`config.mk`:
```
export PLATFORM = sky130hd
export DESIGN_NAME = pram_dual_port
export DESIGN_NICKNAME = d
export VERILOG_FILES = /design/src/rtl/pram_dual_port.sv
export SDC_FILE = /design/constraint.sdc
export NUM_CORES = 1
export LEC_CHECK = 0
export ABC_AREA = 1
export BUFFER_PORTS_ARGS = -buffer_cell sky130_fd_sc_hd__buf_2
export CORE_MARGIN = 2
export CORE_UTILIZATION = 40
export CTS_CLUSTER_DIAMETER = 40
export DETAILED_ROUTE_END_ITERATION = 10
export PLACE_DENSITY_LB_ADDON = 0.2
export SYNTH_ARGS = -nofsm -noshare
export SYNTH_HDL_FRONTEND = slang
export SYNTH_SLANG_ARGS = --single-unit
```
`constraint.sdc`:
```
create_clock -name clock -period 5 [get_ports clock]
set_input_delay 1 -clock clock [delete_from_list [all_inputs] [get_ports clock]]
set_output_delay 1 -clock clock [all_outputs]
set_load 0.02 [all_outputs]
```
`src/rtl/pram_dual_port.sv`:
```
// rtl/pram_dual_port.sv - true dual-port RAM, 1-cycle write-first reads, port 1 wins write-write collisions
// `define PRAM_INIT_CLEAR_EN adds a post-reset sweep that zeroes memory through port 1's write path.
module pram_dual_port #(
  parameter int WIDTH  = 8,
  parameter int ADDR_W = 3
) (
  input  logic              clock,
  input  logic              reset,
  input  logic              we1,
  input  logic              we2,
  input  logic [ADDR_W-1:0] addr1,
  input  logic [ADDR_W-1:0] addr2,
  input  logic [WIDTH-1:0]  data1,
  input  logic [WIDTH-1:0]  data2,
  output logic [WIDTH-1:0]  out1,
  output logic [WIDTH-1:0]  out2,
  output logic              ready,
  output logic              collision
);
  localparam int DEPTH = 2 ** ADDR_W;

  logic [WIDTH-1:0]  mem [DEPTH];
  logic [WIDTH-1:0]  out1_q, out1_d, out2_q, out2_d;
  logic              ready_q, collision_q, collision_d;
  logic              same_addr, wr_coll;
  logic              p1_we, p2_we;
  logic [ADDR_W-1:0] p1_addr;
  logic [WIDTH-1:0]  p1_data;

`ifdef PRAM_INIT_CLEAR_EN
  typedef enum logic {S_INIT, S_READY} state_t;
  localparam logic [ADDR_W:0] LAST_ADDR = (ADDR_W+1)'(DEPTH - 1);
  state_t          state_q;
  logic [ADDR_W:0] clr_ptr_q;
`endif

  always_comb begin
    same_addr   = (addr1 == addr2);
    wr_coll     = we1 && we2 && same_addr;
    collision_d = ready_q && wr_coll;
    // Write-first read data; port 1 data dominates any same-address write.
    if (we1)                 out1_d = data1;
    else if (we2 && same_addr) out1_d = data2;
    else                     out1_d = mem[addr1];
    if (we1 && same_addr)    out2_d = data1;
    else if (we2)            out2_d = data2;
    else                     out2_d = mem[addr2];
    p1_we   = !reset && ready_q && we1;
    p1_addr = addr1;
    p1_data = data1;
    p2_we   = !reset && ready_q && we2 && !wr_coll;
`ifdef PRAM_INIT_CLEAR_EN
    if (!reset && state_q == S_INIT) begin
      p1_we   = 1'b1;
      p1_addr = clr_ptr_q[ADDR_W-1:0];
      p1_data = '0;
    end
`endif
  end

  // Storage has no reset so it maps onto the hard dual-port RAM.
  always_ff @(posedge clock) begin
    if (p1_we) mem[p1_addr] <= p1_data;
    if (p2_we) mem[addr2]   <= data2;
  end

`ifdef PRAM_INIT_CLEAR_EN
  always_ff @(posedge clock) begin
    if (reset) begin
      state_q     <= S_INIT;
      clr_ptr_q   <= '0;
      out1_q      <= '0;
      out2_q      <= '0;
      ready_q     <= 1'b0;
      collision_q <= 1'b0;
    end else begin
      case (state_q)
        S_INIT: begin
          clr_ptr_q   <= clr_ptr_q + 1'b1;
          out1_q      <= '0;
          out2_q      <= '0;
          collision_q <= 1'b0;
          if (clr_ptr_q == LAST_ADDR) begin
            state_q <= S_READY;
            ready_q <= 1'b1;
          end
        end
        default: begin
          out1_q      <= out1_d;
          out2_q      <= out2_d;
          collision_q <= collision_d;
        end
      endcase
    end
  end
`else
  always_ff @(posedge clock) begin
    if (reset) begin
      out1_q      <= '0;
      out2_q      <= '0;
      ready_q     <= 1'b0;
      collision_q <= 1'b0;
    end else begin
      ready_q     <= 1'b1;
      collision_q <= collision_d;
      if (ready_q) begin
        out1_q <= out1_d;
        out2_q <= out2_d;
      end else begin
        out1_q <= '0;
        out2_q <= '0;
      end
    end
  end
`endif

  assign out1      = out1_q;
  assign out2      = out2_q;
  assign ready     = ready_q;
  assign collision = collision_q;
endmodule

```
==> metrics.cfg <==
[final_layout]
fin_cells = 943
synthToLayoutAreaGrowth_pct = 10.7
drive_above_1_share_pct = 11.8
nNetsFinal = 792
fillers = 1328
antennaDiodeCount = 0

[critical_path]
max_stage_delay_ps = 560
critPathCaptureType = flop
path_cells = buf_2 -> buf_4 -> nand2_1 -> nand2_1 -> nand4_2 -> nand2_2 -> inv_4 -> nand2_2 -> o21ai_0
start_kind = primary input
slowest_stage = inv_4
critPathTopFamily = buffers and inverters
cp_max_fo = 72
worstPathArrival_ps = 3330
cp_num_buf_inv = 3
cp_data_required_time_ps = 4970
crit_type = in2reg

[die]
die_x_um = 118
die_h_um = 118
dieArea_um2 = 13900
start_util_pct = 41.1
rows = 41
io_pins = 44
core_um2 = 12600

[routing]
via_per_inst = 5.41
drc_errors = 0
dr.pass1.iters = 5
wire_per_inst_um = 18.2
ant_nets = 0
drt_iter0_drc = 607
vias = 5104
routed_wl_um = 17200

[yosys]
synth_cell_types = 27
ys_ff_latch = 82
syn_area_per_cell_um2 = 6.90
syn_inst = 751
netlist_area_um2 = 5180
ys_warn_count = 0
yosys.area.top_type = edfxtp_1
synth_top_area_share_pct = 37.1
synth_edf_count = 64
async_reset_ff_share_pct = 0
synth_area_leaders = edfxtp_1 37%, nand2_1 20%, nand3_1 8.9%, dfxtp_1 7.0%, nor2_1 5.3%
synth_fp_nets = 777
ys.flop_type = edfxtp_1
yosysSeqAreaShare_pct = 44.0

[timing]
setup_tns_ps = 0
fin_ws_ps = 1640
fin_crit_ps = 3360
finalCritPeriodShare_pct = 67.2
finalHoldViolCount = 0
fin_skew_ps = 5.22
rsz0062_at_grt = false
final-max-slew-violation-count = 0
max_slew.worst_pin.slew_ps = 1050
fmax_ghz = 0.298
slew_headroom_pct = 29.2
report.final.setup_viol = 0

[hold_path]
hold_class = reg2reg

[placed_design]
io_buffer_count = 43
dp.cells = 927
gp_congestion = 0.962
dp_hpwl_um = 12000
dpl_worst_slack_ps = 1290

[clock_tree]
h-tree-depth = 3
clk_pin_slew_ps = 60
clockBufferDepth = 2
cts_hold_buf = 0
ctsResizeCount = 0
cts_tree = built
cts-root-buf = clkbuf_16
post_cts_buffers = 0
cts_buffers = 9
cts.sink_count = 82
insertion_delay_ps = 350

[pwr]
p_sw_share_pct = 26.6
p_leak_nw = 2.84
irDropWorstVdd_mv = 0.132
power_switching_mw = 0.434
pwr-share-seq_pct = 46.5
p_clk_share_pct = 38.7
p_int_mw = 1.19
comb_power_share_pct = 14.8
power.density_nw_per_um2 = 284

[grt]
gr-total-overflow = 0
grt.total_usage_pct = 25.6
grt_pass1_vias = 4650
grt_start_max_net_pins = 73
antenna_found_initial = 0
grt_pass1_wl_um = 26600

[flow_run]
maxCapViolCount = 0

[run_status]
status = finished, final reports clean

==> registers in the layout, indices dropped and copies added, names as in the netlist <==
register	count
collision	1
mem	64
ready	1
out2	8
out1	8
==> cells in the final DEF, fill, tap and decap left out, types with 2 or more instances in the layout <==
master and instances:
buf_4 4, nor3_1 5, clkinv_2 2, nor2_1 73, or2_2 7, nand2_1 282
clkbuf_16 10, nor2_2 6, inv_2 3, dfxtp_1 18, a21oi_1 7, edfxtp_1 64
o211ai_1 12, nand3_1 92, nand2_4 6, clkbuf_2 2, nand2_2 3, o21ai_1 6
nor2_4 2, o21ai_0 45, buf_2 43, inv_1 72
==> kinds of logic (layout without fill, tap and decap cells) <==
group           Yosys count  in the layout  share of synthesized area, %
simple gates            478            478                          39.1
buf+inv                 120            140                          9.32
flops                    82             82                          44.0
compound gates           70             70                          7.34
xor+xnor                  1              1                         0.169
==> cell usage after synthesis (all sizes together) (2+ instances only) <==
cell and count:
dfxtp 18, a21oi 7, edfxtp 64, or2 7, o211ai 12, nor3 5, inv 76, buf 23
clkbuf 20, o21ai 51, nand4 2, nand3 92, nand2 291, nor2 81
==> layer usage <==
metal  vias up  global-route usage (%)  share of wire, %
met1      2323                    36.4                44
met3        46                    6.93                11
met2       311                    36.2                41
met4         0                    11.5               4.4
met5         -                       0                 0
li1       2424                       -                 -
==> cell type report <==
type | count | area, um2 | share of cell area (%)
repair buffers | 47 | 245 | 4.27
inverters | 77 | 292 | 5.08
well taps | 172 | 215 | 3.75
clock buffers | 14 | 278 | 4.84
flip-flops and latches | 82 | 2280 | 39.8
clock inverters | 2 | 10.0 | 0.174
multi-input cells | 549 | 2420 | 42.1
==> tightest hold or removal path, stage by stage (launching register included) <==
cell     delay, ps
dfxtp_1        310
nand2_1        290
a21oi_1         70
==> power groups by stage <==
| stage | combinational [mW] | clock [mW] | sequential (mW) |
|---|---|---|---|
| final | 0.241 | 0.631 | 0.757 |
| after global routing | 0.264 | 0.673 | 0.758 |
| after CTS | 0.235 | 0.641 | 0.757 |
| after detailed placement | 0.234 | 0 | 0.771 |
| after global placement | 0.233 | 0 | 0.771 |
| after floorplan | 0.147 | 0 | 0.780 |
==> worst paths after layout <==
kind | from | end | slack (ps) | cells after the start
worst max-delay path | addr1[0] | mem[1][1] | 1640 | 9
worst min-delay path | ready | out2[0] | 720 | 2
worst max register to register | ready | mem[1][1] | 2450 | 6
worst min register to register | ready | out2[0] | 720 | 2
==> through the flow <==
| step | cell area [um2] | total power [mW] | hold WS (ps) | utilization, % |
|---|---|---|---|---|
| 2_1_floorplan | 5180 | 0.927 | 611 | - |
| 3_3_place_gp | 5450 | 1.00 | 712 | 43.2 |
| 3_5_place_dp | 5450 | 1.01 | 715 | 43.2 |
| 4_1_cts | 5740 | 1.63 | 717 | 45.5 |
| 5_1_grt | 5740 | 1.69 | 776 | 45.5 |
| 6_report | 5740 | 1.63 | 719 | 45.5 |
Power figures use the tool's default switching activity.
